## config.mk

```make
export PLATFORM = sky130hd
export DESIGN_NAME = lfsr_rng_stream
export DESIGN_NICKNAME = d
export VERILOG_FILES = /design/src/rtl/lfsr_rng_stream.sv
export SDC_FILE = /design/constraint.sdc
export NUM_CORES = 1
export LEC_CHECK = 0
export BUFFER_PORTS_ARGS = -buffer_cell sky130_fd_sc_hd__buf_2
export CAP_MARGIN = 0
export CORE_MARGIN = 3
export CORE_UTILIZATION = 51
export DETAILED_ROUTE_END_ITERATION = 10
export HOLD_SLACK_MARGIN = 0.15
export PLACE_DENSITY = 0.77
export SYNTH_ARGS = -nofsm -noshare
export SYNTH_HDL_FRONTEND = slang
export SYNTH_SLANG_ARGS = --single-unit
export TNS_END_PERCENT = 50
```

## constraint.sdc

```tcl
create_clock -name clk -period 2.32 [get_ports clk]
set_input_delay 0.116 -clock clk [delete_from_list [all_inputs] [get_ports clk]]
set_output_delay 0.116 -clock clk [all_outputs]
set_load 0.02 [all_outputs]
```

## src/rtl/lfsr_rng_stream.sv

```systemverilog
// Maximal-length Galois LFSR random source on a valid/ready stream, with
// runtime reseed, gated generation and period-completion detection.
module lfsr_rng_stream #(
  parameter int unsigned      WIDTH = 8,
  parameter logic [WIDTH-1:0] SEED  = 1
) (
  input  logic                    clk,
  input  logic                    reset,
  input  logic                    en,
  input  logic                    seed_load,
  input  logic [WIDTH-1:0]        seed_in,
  output logic                    out_valid,
  input  logic                    out_ready,
  output logic signed [WIDTH-1:0] rand_out,
  output logic [WIDTH-1:0]        sample_cnt,
  output logic                    period_done
);

  generate
    if (!(WIDTH == 8 || WIDTH == 16 || WIDTH == 24 || WIDTH == 32)) begin : g_bad_width
      $error("lfsr_rng_stream: WIDTH must be 8, 16, 24 or 32");
    end
  endgenerate

  localparam logic [31:0] MASK32 = (WIDTH == 8)  ? 32'h0000_00B8 :
                                   (WIDTH == 16) ? 32'h0000_B400 :
                                   (WIDTH == 24) ? 32'h00E1_0000 :
                                                   32'hA300_0000;
  localparam logic [WIDTH-1:0] MASK     = MASK32[WIDTH-1:0];
  localparam logic [WIDTH-1:0] ONE      = WIDTH'(1);
  localparam logic [WIDTH-1:0] SEED_EFF = (SEED == '0) ? ONE : SEED;

  logic [WIDTH-1:0] state;
  logic [WIDTH-1:0] start_seed;
  logic [WIDTH-1:0] nxt;
  logic [WIDTH-1:0] load_val;
  logic             fire;

  always_comb begin
    nxt      = (state >> 1) ^ (state[0] ? MASK : '0);
    load_val = (seed_in == '0) ? ONE : seed_in;
    fire     = out_valid & out_ready;
  end

  assign rand_out = state;

  always_ff @(posedge clk) begin
    if (reset) begin
      state       <= SEED_EFF;
      start_seed  <= SEED_EFF;
      out_valid   <= 1'b0;
      sample_cnt  <= '0;
      period_done <= 1'b0;
    end else if (seed_load) begin
      // A load overrides any concurrent handshake; the fired sample is simply dropped.
      state       <= load_val;
      start_seed  <= load_val;
      out_valid   <= en;
      sample_cnt  <= '0;
      period_done <= 1'b0;
    end else begin
      period_done <= 1'b0;
      if (fire) begin
        state     <= nxt;
        out_valid <= en;
        if (nxt == start_seed) begin
          period_done <= 1'b1;
          sample_cnt  <= '0;
        end else begin
          sample_cnt <= sample_cnt + ONE;
        end
      end else if (!out_valid) begin
        out_valid <= en;
      end
    end
  end

endmodule
```

==> out/results.ini, run 1 <==
[run_status]
outcome = complete, no violations

[logic_synthesis]
synth_edf_count = 0
ys.flop_type = dfxtp_1
ys_seq_elements = 26
synth_cell_types = 28
syn_area_sq_mm = 0.00120
netlist.area_leader.share_pct = 43.5
seq_area_frac_synth_pct = 43.5
synth_nets = 145
synth.most_common_cell = dfxtp_1
syn_avg_cell_area_sq_um = 9.14
synth_top_area_cell = dfxtp_1
yosys_warnings = 0
postSynthCellCount = 131
synth.area.top_cells = dfxtp_1 43%, mux2i_1 7.5%, xnor2_1 6.6%, xor2_1 5.9%, a21oi_1 5.0%
synthArstFlopShare_pct = 0
synth.cells.most_frequent = 26 x dfxtp_1, 12 x a21oi_1, 12 x nor2_1

[timing]
holdWs_ns = 0.268
relSlewSlack_pct = 60.9
max_slew.worst_pin.slew_ns = 0.586
slew_viol_final = 0
fin_crit_sh_pct = 82.0
setup_tns_ns = 0
setup_viol = 0
maxClockFrequency_mhz = 526
rsz0062_at_grt = false
fin_crit_ns = 1.90
hold_viol_final = 0
clock_skew_ns = 0.00170

[detailed_routing]
wl_per_cell_microns = 14.5
ant_nets = 0
drt-total-wl_microns = 2850
num_vias = 1080
dr.pass1.iters = 4
drt_iter0_drc = 2
drc = 0
vias_per_cell = 5.48

[clock_tree]
cts-root-buf = clkbuf_4
ctsHtreeMaxLevel = 1
cts.path.max_buffers = 2
cts_inserted_buffers = 3
cts_tree = done
clock-sinks = 26
clock_latency_ns = 0.32
cts_post_setup_buffers_inserted = 0
path_clk_slew_ns = 0.13

[power_and_ir_drop]
seqPwrFrac_pct = 58.9
peakVddDrop_uv = 500
power.density_cell_area_mw_per_mm2 = 548
clock_power_share_pct = 23.2
p_sw_mw = 0.229
power.leakage_nw = 0.649
p_int_mw = 0.596
p_sw_share_pct = 27.8
comb_power_share_pct = 17.9

[layout]
diodes = 0
area_delta_synth_final_pct = 25.9
final_util_pct = 72.4
multi_input_area_sq_um = 639
drive_above_1_share_pct = 21.8
fin_area_sq_mm = 0.00151
fillers = 180
nets = 186
seq_area_sq_um = 520

[hold_path]
min_from = seed_load
hold-path-cell-count = 2
hp-class = primary input to register
hold-path-endpoint = start_seed[0]

[floorplanning]
chipWidth_microns = 54.5
ios = 31
dieArea_sq_mm = 0.00297
initial_core_util_pct = 57.5
chipHeight_microns = 54.5
rows = 16
core-area_sq_mm = 0.00208

[global_route]
grt_max_degree = 27
track_usage_pct = 23.0
grt_pass1_wl_microns = 4820
grt_antenna_before_repair = 0
grt_pass1_vias = 1092
overflow = 0

[setup_path]
critPathMaxFanout = 9
r2r_start = rand_out[5]
reg2reg_depth = 4
crit_path_end_kind = register
rrSetupSlack_ns = 0.42
crit_type = register to register
reg2reg_to = period_done
worstPathRequired_ns = 2.59
start_kind = register
worstPathArrival_ns = 2.17

[run]
drv_cap = 0

[place]
place_congestion = 0.745
placed_area_sq_mm = 0.00136
portBuffers = 30
dp_hpwl_microns = 1940

==> routing by layer <==
metal  part of all wire, %  vias up  GRT usage (%)
li1                      -      533              -
met5                     0        -              0
met3                   4.3        5           6.54
met4                   1.4        0           8.71
met2                    49       22           40.0
met1                    46      520           26.4
==> layout by cell type (no fill, tap or decap), types with 2 or more instances in the layout <==
cell            n
a211oi_1        3
a21oi_1        12
buf_2          30
clkbuf_4        3
dfxtp_1        26
dlygate4sd3_1  13
mux2i_1         9
nand2_1         9
nand2b_1        4
nand4_1         4
nor2_1         12
nor3_1          9
o21a_1          4
o21ai_0         2
xnor2_1         9
xor2_1          8
==> final cells by class <==
type | count | area share [%]
multi-input cells | 96 | 42.4
flip-flops and latches | 26 | 34.5
repair buffers | 44 | 19.1
well taps | 27 | 2.24
clock buffers | 3 | 1.49
inverters | 1 | 0.249
==> critical path: stages, from the launching register on <==
cell       delay, ns
dfxtp_1         0.37
xor2_1          0.16
or4_4           0.50
a2111oi_4       0.63
nor2b_1         0.19
==> through the flow <==
stage          setup WS [ns]  cells  total power [mW]
2_1_floorplan          0.468    131             0.585
3_3_place_gp           0.496    181             0.619
3_5_place_dp           0.459    181             0.624
4_1_cts                0.432    197             0.830
5_1_grt                0.322    197             0.870
6_report               0.418    197             0.826
==> power groups by stage <==
stage | Combinational [mW] | Clock, mW | Sequential, mW
after global placement | 0.124 | 0 | 0.495
after global routing | 0.161 | 0.218 | 0.490
after CTS | 0.146 | 0.197 | 0.486
final | 0.148 | 0.192 | 0.487
after detailed placement | 0.128 | 0 | 0.496
after floorplan | 0.0822 | 0 | 0.503
==> registers in the layout, summed over array words and instances, names as in the netlist <==
register     flops
rand_out         8
sample_cnt       8
start_seed       8
out_valid        1
period_done      1
==> kinds of logic after synthesis <==
family / count (synthesis) / share of synthesized area [%]
flops: 26 / 43.5
mux: 9 / 7.52
compound gates: 23 / 13.2
fa+ha+maj: 1 / 1.04
simple gates: 46 / 19.2
buf+inv: 9 / 3.14
xor+xnor: 17 / 12.4
==> worst max-delay path by stage <==
stage | start | end | slack, ns
5_1_grt | rand_out[5] | period_done | 0.32
4_1_cts | rand_out[5] | period_done | 0.43
6_report | rand_out[5] | period_done | 0.42
3_5_place_dp | rand_out[5] | sample_cnt[4] | 0.46
2_1_floorplan | rand_out[5] | period_done | 0.47
3_3_place_gp | rand_out[5] | period_done | 0.50
==> timing repair <==
action	in CTS	in global routing
endpoints found under the setup margin	0	0
hold buffers	13	0
endpoints found under the hold margin	15	0
resized for setup	0	0
(Power assumes the default switching activity.)
==> run 2: changes to the inputs <==
clock period = 1.9 ns   (was 2.32 ns; I/O delays follow)
==> run 2 against run 1 <==
Net effect:
- final cell count up 0.51%
- register-to-register slack got worse by 0.32 ns
- clock skew rose by 0.0019 ns
- routed wire length is 3.4% higher
- clock power rose by 96%
- total power up 39%
- global-route usage shrank 0.13 points
- count of clock-buffer cells in the layout unchanged
- die area did not move
- final area grew 1.5%
- first-iteration DRC count rose to 13 times the previous value
==> out/results.ini, run 2 (synthesis gave the netlist of run 1 again) <==
[timing]
max_slew.worst_pin.slew_ns = 0.448  ; -0.138 ns
holdWs_ns = 0.203  ; -0.0651 ns
hold_viol_final = 0  ; unchanged
clock_skew_ns = 0.00356  ; +0.00186 ns
fin_crit_sh_pct = 94.8  ; +13 points
relSlewSlack_pct = 70.1  ; +9.2 points
setup_tns_ns = 0  ; unchanged
maxClockFrequency_mhz = 555  ; +5.6%
rsz0062_at_grt = false
slew_viol_final = 0  ; unchanged
setup_viol = 0  ; unchanged
fin_crit_ns = 1.80  ; -0.101 ns

[hold_path]
hp-class = primary input to register

[detailed_routing]
ant_nets = 0  ; unchanged
drt-total-wl_microns = 2950  ; +3.4%
vias_per_cell = 5.47  ; -0.23%
drc = 0  ; unchanged
wl_per_cell_microns = 14.9  ; +2.9%
drt_iter0_drc = 26  ; +24
dr.pass1.iters = 4  ; unchanged
num_vias = 1083  ; +0.28%

[layout]
nets = 186  ; unchanged
fillers = 169  ; -6.1%
diodes = 0  ; unchanged
final_common_cell = buf_2
mostFrequentLayoutCells = 30 x buf_2, 26 x dfxtp_1, 12 x nor2_1, 12 x a21oi_1, 10 x dlygate4sd3_1
finalNonFillerCells = 198  ; +0.51%
drive_above_1_share_pct = 24.0  ; +2.2 points
seq_area_sq_um = 520  ; unchanged
multi_input_area_sq_um = 639  ; unchanged
area_delta_synth_final_pct = 27.8

[floorplanning]
dieArea_sq_mm = 0.00297  ; unchanged
chipHeight_microns = 54.5  ; unchanged
ios = 31  ; unchanged
initial_core_util_pct = 57.5  ; unchanged
rows = 16  ; unchanged
chipWidth_microns = 54.5  ; unchanged
core-area_sq_mm = 0.00208  ; unchanged

[setup_path]
worstPathArrival_ns = 2.06  ; -0.11 ns
reg2reg_to = period_done
start_kind = register
crit_type = register to register
r2r_start = rand_out[5]
worstPathRequired_ns = 2.16  ; -0.43 ns
crit_path_end_kind = register
worstSetupStartpoint = rand_out[5]
cp-endpoint = period_done
rrSetupSlack_ns = 0.1  ; -0.32 ns
critPathMaxFanout = 9  ; unchanged
reg2reg_depth = 5  ; +1

[power_and_ir_drop]
peakVddDrop_uv = 859  ; +72%
power.leakage_nw = 0.660  ; +1.8%
power_mw = 1.15  ; +39%
power.density_cell_area_mw_per_mm2 = 751  ; +37%

[place]
portBuffers = 30  ; unchanged
dp_hpwl_microns = 1970  ; +1.5%
place_congestion = 0.729  ; -2.1%
place_inst = 184  ; +1.7%

[global_route]
grt_pass1_vias = 1021  ; -6.5%
overflow = 0  ; unchanged
grt_max_degree = 27  ; unchanged
track_usage_pct = 22.9  ; -0.13 points
grt_antenna_before_repair = 0  ; unchanged
grt_pass1_wl_microns = 4760  ; -1.1%

[clock_tree]
ctsHtreeMaxLevel = 1  ; unchanged
clock_latency_ns = 0.32  ; about the same
cts-root-buf = clkbuf_4
cts.path.max_buffers = 2  ; unchanged
path_clk_slew_ns = 0.14  ; about the same
clock-sinks = 26  ; unchanged
post_cts_resized = 0  ; unchanged
cts_hold_buf = 10  ; -3
cts_post_setup_buffers_inserted = 0  ; unchanged
cts_tree = done
cts_inserted_buffers = 3  ; unchanged

[run]
drv_cap = 0  ; unchanged

[run_status]
outcome = complete, no violations

## run 2: changes by cell type in the layout (fill, tap and decap cells not counted), sizes merged
cell and change:
buf +3, bufinv +1, dlygate4sd3 -3
## run 2: worst min-delay path by stage
stage | start | endpoint | slack, ns | cells past startpoint
5_1_grt | out_ready | out_valid | 0.24 | 4
3_3_place_gp | en | out_valid | 0.30 | 3
6_report | out_ready | out_valid | 0.20 | 4
3_5_place_dp | en | out_valid | 0.34 | 3
4_1_cts | out_ready | out_valid | 0.21 | 4
2_1_floorplan | en | out_valid | 0.21 | 2
## run 2: metrics by stage
step / cell area, sq um / util, % / setup WS, ns
2_1_floorplan: 1200 / - / 0.0481
6_report: 1530 / 73.5 / 0.0991
3_5_place_dp: 1380 / 66.2 / 0.141
5_1_grt: 1530 / 73.5 / 0.0515
4_1_cts: 1530 / 73.5 / 0.111
3_3_place_gp: 1380 / 66.2 / 0.193
## run 2: area by class of cell
type | count | area share (%)
clock buffer | 3 | 1.47
clock inverter | 1 | 1.96
inverter | 1 | 0.245
multi-input combinational | 96 | 41.8
sequential | 26 | 34.0
tap | 27 | 2.21
timing repair buffer | 44 | 18.3
## run 2: worst max-delay path, cell delays in order, from the launching register on
cell	delay, ns
dfxtp_1	0.37
xor2_1	0.17
or4_4	0.50
a2111oi_4	0.35
buf_4	0.22
nor2b_1	0.14
## run 2: report_power, final
group	total [mW]	leakage, nW	switching [mW]	internal [mW]
Sequential	0.590	0.213	0.0218	0.568
Clock	0.376	0.0279	0.163	0.213
Combinational	0.184	0.419	0.0997	0.0845
## run 2: layer usage
metal	global-route usage, %	up-vias	share of wire [%]
met5	0	-	0
met4	6.64	0	2.2
met3	4.90	6	4.7
met2	37.5	34	50
met1	30.0	507	43
li1	-	536	-
